<file path="src/rtl/pipe_stage_reg_if.sv">
// Bundle between adjacent pipeline stages: stage controls, incoming word, and the
// registered output word plus occupancy and bubble statistics.
interface pipe_stage_reg_if #(
  parameter int DATA_W = 145,
  parameter int CNT_W  = 16
);
  logic              hold;
  logic              flush;
  logic              bubble_in;
  logic              in_valid;
  logic [DATA_W-1:0] in_data;
  logic              out_valid;
  logic [DATA_W-1:0] out_data;
  logic [3:0]        occupancy;
  logic [CNT_W-1:0]  bubble_cnt;

  modport master (
    output hold, flush, bubble_in, in_valid, in_data,
    input  out_valid, out_data, occupancy, bubble_cnt
  );

  modport slave (
    input  hold, flush, bubble_in, in_valid, in_data,
    output out_valid, out_data, occupancy, bubble_cnt
  );
endinterface

</file>
<file path="src/rtl/pipe_stage_reg.sv">
// DEPTH-slot inter-stage pipeline register with hold/flush/bubble control, a DEPTH-cycle
// latency, and a saturating count of invalid words leaving the last slot.
module pipe_stage_reg #(
  parameter int DATA_W     = 145,
  parameter int DEPTH      = 1,
  parameter int CLR_BUBBLE = 1,
  parameter int CNT_W      = 16
) (
  input  logic              clk,
  input  logic              reset,
  pipe_stage_reg_if.slave   bus
);

  logic [DEPTH-1:0]             vld_q, vld_d;
  logic [DEPTH-1:0][DATA_W-1:0] dat_q, dat_d;
  logic [3:0]                   occ_q, occ_d;
  logic [CNT_W-1:0]             cnt_q, cnt_d;
  logic                         in_vld;

  assign in_vld = bus.in_valid & ~bus.bubble_in;

  always_comb begin
    vld_d = vld_q;
    dat_d = dat_q;
    cnt_d = cnt_q;
    occ_d = '0;
    if (bus.flush) begin
      vld_d = '0;
      if (CLR_BUBBLE != 0) begin
        dat_d = '0;
      end
    end else if (!bus.hold) begin
      // The counted bubble is the word leaving the last slot on this edge.
      if (!vld_q[DEPTH-1] && (cnt_q != '1)) begin
        cnt_d = cnt_q + CNT_W'(1);
      end
      for (int i = 1; i < DEPTH; i++) begin
        vld_d[i] = vld_q[i-1];
        dat_d[i] = dat_q[i-1];
      end
      vld_d[0] = in_vld;
      dat_d[0] = (in_vld || (CLR_BUBBLE == 0)) ? bus.in_data : '0;
    end
    for (int i = 0; i < DEPTH; i++) begin
      occ_d = occ_d + 4'(vld_d[i]);
    end
  end

  always_ff @(posedge clk) begin
    if (reset) begin
      vld_q <= '0;
      dat_q <= '0;
      occ_q <= '0;
      cnt_q <= '0;
    end else begin
      vld_q <= vld_d;
      dat_q <= dat_d;
      occ_q <= occ_d;
      cnt_q <= cnt_d;
    end
  end

  assign bus.out_valid  = vld_q[DEPTH-1];
  assign bus.out_data   = dat_q[DEPTH-1];
  assign bus.occupancy  = occ_q;
  assign bus.bubble_cnt = cnt_q;

endmodule

</file>
<file path="src/flat_wrapper.sv">
// flat-port wrapper written by rule: the top's interface ports become plain ports
module pipe_stage_reg_flat 
#(
  parameter int DATA_W     = 145,
  parameter int DEPTH      = 1,
  parameter int CLR_BUBBLE = 1,
  parameter int CNT_W      = 16
)
  (clk, reset, bus_hold, bus_flush, bus_bubble_in, bus_in_valid, bus_in_data, bus_out_valid, bus_out_data, bus_occupancy, bus_bubble_cnt);
  pipe_stage_reg_if #(.DATA_W(DATA_W), .CNT_W(CNT_W)) bus_i ();
  input  logic clk;
  input  logic reset;
  input wire logic [$bits(bus_i.hold)-1:0] bus_hold;
  input wire logic [$bits(bus_i.flush)-1:0] bus_flush;
  input wire logic [$bits(bus_i.bubble_in)-1:0] bus_bubble_in;
  input wire logic [$bits(bus_i.in_valid)-1:0] bus_in_valid;
  input wire logic [$bits(bus_i.in_data)-1:0] bus_in_data;
  output wire logic [$bits(bus_i.out_valid)-1:0] bus_out_valid;
  output wire logic [$bits(bus_i.out_data)-1:0] bus_out_data;
  output wire logic [$bits(bus_i.occupancy)-1:0] bus_occupancy;
  output wire logic [$bits(bus_i.bubble_cnt)-1:0] bus_bubble_cnt;
  assign bus_i.hold = bus_hold;
  assign bus_i.flush = bus_flush;
  assign bus_i.bubble_in = bus_bubble_in;
  assign bus_i.in_valid = bus_in_valid;
  assign bus_i.in_data = bus_in_data;
  assign bus_out_valid = bus_i.out_valid;
  assign bus_out_data = bus_i.out_data;
  assign bus_occupancy = bus_i.occupancy;
  assign bus_bubble_cnt = bus_i.bubble_cnt;
  pipe_stage_reg #(.DATA_W(DATA_W), .DEPTH(DEPTH), .CLR_BUBBLE(CLR_BUBBLE), .CNT_W(CNT_W)) u_core (.clk(clk), .reset(reset), .bus(bus_i));
endmodule
</file>
<file path="config.mk">
export PLATFORM = sky130hd
export DESIGN_NAME = pipe_stage_reg_flat
export DESIGN_NICKNAME = d
export VERILOG_FILES = /design/src/rtl/pipe_stage_reg_if.sv /design/src/rtl/pipe_stage_reg.sv /design/src/flat_wrapper.sv
export SDC_FILE = /design/constraint.sdc
export NUM_CORES = 1
export LEC_CHECK = 0
export BUFFER_PORTS_ARGS = -buffer_cell sky130_fd_sc_hd__buf_2
export CORE_AREA = 3 3 121 123
export CTS_CLUSTER_SIZE = 25
export DETAILED_ROUTE_END_ITERATION = 8
export DIE_AREA = 0 0 124 126
export PLACE_DENSITY = 0.76
export SYNTH_ARGS = -nofsm -noshare
export SYNTH_HDL_FRONTEND = slang
export SYNTH_SLANG_ARGS = --single-unit
</file>
<file path="constraint.sdc">
create_clock -name clk -period 2.4 [get_ports clk]
set_input_delay 0.36 -clock clk [delete_from_list [all_inputs] [get_ports clk]]
set_output_delay 0.36 -clock clk [all_outputs]
set_load 0.01 [all_outputs]
</file>
==> Yosys cells after proc, flatten, opt, wreduce, memory -nomap -nowiden <==
Cells that the tools add are included.
W data, S select, Z words.
{ "op_classes": {"bitwise": 4, "add_sub_neg": 1, "n_reduce_logical": 4, "n_eq_ne": 1, "n_mux": 3} }
{ "op_table": {"columns": ["operator", "n"], "rows": [
  ["$mux W145", 1],
  ["$add A16 B1 Y16 const B", 1],
  ["$ne A16 B16 Y1 const B", 1],
  ["$not A1 Y1", 3],
  ["$reduce_and A3 Y1", 1],
  ["$mux W1", 2],
  ["$reduce_or A2 Y1", 1],
  ["$and A1 B1 Y1", 1],
  ["$logic_and A1 B1 Y1", 1],
  ["$logic_not A1 Y1", 1]
]} }
{ "totals": {"regBits": 165, "out_inout_bits": 166, "wordCells": 17, "in_bits": 151} }

==> Logic depth before layout (Yosys ltp) <==
{ "logic_depth": {"depth_word": 4, "ltp_mapped": 5, "depth_no_buf": 5} }

==> Worst setup path after synthesis <==
Ideal clock, no wire load.
{ "synth_path": {"kind": "register -> register", "from": "register u_core.cnt_q[0] (netlist: u_core.bus.bubble_cnt[0])", "to": "register u_core.cnt_q[0] (netlist: u_core.bus.bubble_cnt[0])", "path_stages_with_launch": 6, "path_slack_ns": 0.591, "t_arrival_ns": 1.688, "setup_ns": 0.121, "path_buffers": 0, "path_cell_list": "dfxtp_1 -> ha_1 -> nand2_1 -> nor3_1 -> a21oi_1 -> mux2_2"} }
{ "synth_via": {"elab_chain_cells": 3, "elab_cells_between_ends": 4} }
{ "synth_rtl": {"columns": ["item", "line", "source"], "rows": [
  ["start: declaration", "pipe_stage_reg.sv:17", "logic [CNT_W-1:0] cnt_q, cnt_d;"],
  ["start signal: assignment", "pipe_stage_reg.sv:59", "cnt_q <= cnt_d;"],
  ["parallel branches: the longest is 3 deep, another holds $add A16 B1 Y16", null, null]
]} }
Several ways; the timed one is not identified.
A chain may end at the register's enable or synchronous reset.

==> Worst setup path after layout <==
{ "layout_path": {"from": "register u_core.cnt_q[2] (netlist: u_core.bus.bubble_cnt[2])", "to": "register u_core.cnt_q[11] (netlist: u_core.bus.bubble_cnt[11])"} }
Same word-level chain as after synthesis.

==> impl_metrics.tcl <==
set metrics [dict create \
    outcome "completed" \
    grt_overflow_total 0 \
    cts_root_buffer "clkbuf_16" \
    power_density_mw_per_mm2 734 \
    drt_pass1_iterations 5 \
    routed_wirelength_mm 17.0 \
    ys_seq_area_share_pct 57.2 \
    relSlewSlack_pct 47.3 \
    min_period_ns 1.89 \
    rsz0062_at_grt "false" \
    drt-wirelength-per-cell_um 15.8 \
    worst_setup_path_start_kind "flop" \
    via_count 5516 \
    cts_tree "built" \
    synthesis.instances 600 \
    max-vdd-ir-drop_mv 0.457 \
    worst_slew_pin_slew_ns 0.790 \
    clk_latency_ns 0.41 \
    drive_above_1_share_pct 39.8 \
    core_region_area_mm2 0.0138 \
    fp.dieH_um 126 \
    avgSynthCellArea_um2 9.44 \
    clock_path_buffers 2 \
    final_nets 1041 \
    initial_core_util_pct 41.1 \
    htreeDepth 4 \
    port_buffers 313 \
    path_class "reg2reg" \
    io_pins 317 \
    hold_viol 0 \
    fmax_mhz 530 \
    area_growth_pct 40.4 \
    cts_setup_buffers 0 \
    die-area_mm2 0.0156 \
    drv.max_cap_violation_count 0 \
    routed_via_density 5.10 \
    synth_cell_types 34 \
    required_ns 2.74 \
    place_area_mm2 0.00736 \
    grt_pass1_vias 5284 \
    setup_viol 0 \
    syn-cell-area_mm2 0.00567 \
    place_congestion 0.811 \
    grtUsageTotal_pct 21.3 \
    hp-class "in2reg" \
    cts_made_buffers 17 \
    period_share_pct 78.6 \
    final_area_mm2 0.00796 \
    worstPathArrival_ns 2.23 \
    end_kind "flop" \
    drtIter0Drc 331 \
    finalSetupTns_ns 0 \
    whs_ns 0.174 \
    antenna_found_initial 2 \
    yosysWarningCount 0 \
    path_max_fanout 8 \
    antenna_left 0 \
    final_util_pct 57.8 \
    ys_ff_latch 162 \
    grt_max_degree 99 \
    clock_sinks 162 \
    die_w_um 124 \
    clock-skew-final_ns 0.00460 \
    ctsResizeCount 0 \
    p_leak_uw 0.00359 \
    total_power_uw 5840 \
    num_rows 43 \
    hold_buffers 0 \
    drc_errors 0 \
    hpwl_mm 12.0 \
    grt_pass1_wl_mm 26.5 \
    maxSlewViolCount 0 \
    clk_pin_slew_worst_paths_ns 0.06 \
]
through the flow:
stage,std cells,setup slack (ns)
final,1081,0.513
after CTS,1080,0.536
after floorplan,602,0.591
after detailed placement,1050,0.371
after global routing,1080,0.305
after global placement,1050,0.391
cell families after synthesis:
family,after synthesis,share of synthesized area (%)
AO/OA/AOI/OAI,172,22.1
adder cells (fa/ha/maj),1,0.221
buffers and inverters,57,4.04
flip-flops,162,57.2
multiplexers,6,1.17
other,1,0.0662
AND/OR/NAND/NOR,201,15.1
sequential cells by signal (all words and copies together), names as in the netlist:
| register | flops |
|---|---|
| u_core.bus.out_data | 145 |
| u_core.bus.bubble_cnt | 16 |
| u_core.bus.out_valid | 1 |
layout make-up:
class,count,area (µm²)
clock buffer,19,433
multi-input combinational,383,2210
sequential,162,3240
clock inverter,11,156
fill,1241,5820
inverter,3,11.3
timing repair buffer,322,1670
antenna,1,2.50
tap,180,225
per-layer routing:
layer | vias to the layer above | global-route usage, % | part of all wire, %
li1 | 2730 | - | -
met1 | 2495 | 25.4 | 40
met2 | 251 | 34.6 | 48
met3 | 36 | 7.68 | 9.5
met4 | 4 | 8.96 | 2.3
met5 | - | 0 | 0.12
critical path, stage by stage (launching register included):
cell and delay (ns):
dfxtp_1 0.44, nand4_1 0.24, or4_4 0.63, or3_1 0.37, a21oi_1 0.14
where the power goes:
group	switching, µW	internal [µW]
Combinational	213	169
Sequential	18.7	2720
Clock	1080	1640
Total	1320	4530
cell usage after synthesis:
library cell  instances  area, µm²
inv_1                 3       11.3
ha_1                  1       12.5
buf_1                10       37.5
nor3_1                3       15.0
nor2b_1               5       31.3
o21ai_0               5       25.0
mux2_2                5       56.3
a21boi_0              1       7.51
or3_1                 5       31.3
o31ai_1               2       15.0
and2_1                1       6.26
nand3_1               7       35.0
or4_1                 3       22.5
a311oi_1              1       8.76
a211oi_1              2       15.0
or4_4                 1       11.3
conb_1                1       3.75
nor4_1                1       6.26
dfxtp_1             162       3240
o211ai_1              1       7.51
nand4_1               6       37.5
buf_4                 4       30.0
a21oi_1              12       60.1
o41ai_1               1       8.76
nor3b_1               1       7.51
nand2_1              10       37.5
or2_2                 1       6.26
mux2i_1               1       10.0
o311a_1               1       10.0
o311ai_0              1       8.76
clkbuf_1             40        150
and4_1                4       35.0
a22oi_1             145       1090
nor2_1              153        574
final timing paths:
path | start | end | slack [ns] | depth (start not counted)
min | bus_in_data[86] | u_core.bus.out_data[86]$_SDFFE_PP0N_ | 0.17 | 3
max reg2reg | u_core.bus.bubble_cnt[2]$_SDFFE_PP0P_ | u_core.bus.bubble_cnt[11]$_SDFFE_PP0P_ | 0.51 | 4
max | u_core.bus.bubble_cnt[2]$_SDFFE_PP0P_ | u_core.bus.bubble_cnt[11]$_SDFFE_PP0P_ | 0.51 | 4
min reg2reg | u_core.bus.out_data[119]$_SDFFE_PP0N_ | u_core.bus.out_data[119]$_SDFFE_PP0N_ | 0.50 | 2
placed cells by master (no fill, tap or decap), types with 2 or more instances in the layout:
| master | synthesis | final |
|---|---|---|
| a21oi_1 | 12 | 12 |
| o21ai_0 | 5 | 5 |
| clkbuf_16 | 0 | 17 |
| dfxtp_1 | 162 | 162 |
| buf_4 | 4 | 7 |
| and4_1 | 4 | 4 |
| clkinv_4 | 0 | 3 |
| or4_1 | 3 | 3 |
| a211oi_1 | 2 | 2 |
| or3_1 | 5 | 5 |
| nor2b_1 | 5 | 5 |
| inv_1 | 3 | 3 |
| nand3_1 | 7 | 7 |
| buf_12 | 0 | 3 |
| nor2_1 | 153 | 153 |
| inv_6 | 0 | 2 |
| conb_1 | 1 | 3 |
| buf_2 | 0 | 312 |
| nand2_1 | 10 | 10 |
| clkinvlp_4 | 0 | 3 |
| nor3_1 | 3 | 3 |
| bufinv_16 | 0 | 3 |
| o31ai_1 | 2 | 2 |
| a22oi_1 | 145 | 145 |
| nand4_1 | 6 | 6 |
| clkbuf_1 | 40 | 2 |
| mux2_2 | 5 | 5 |
Note: power is estimated with default switching activity, not from simulation.
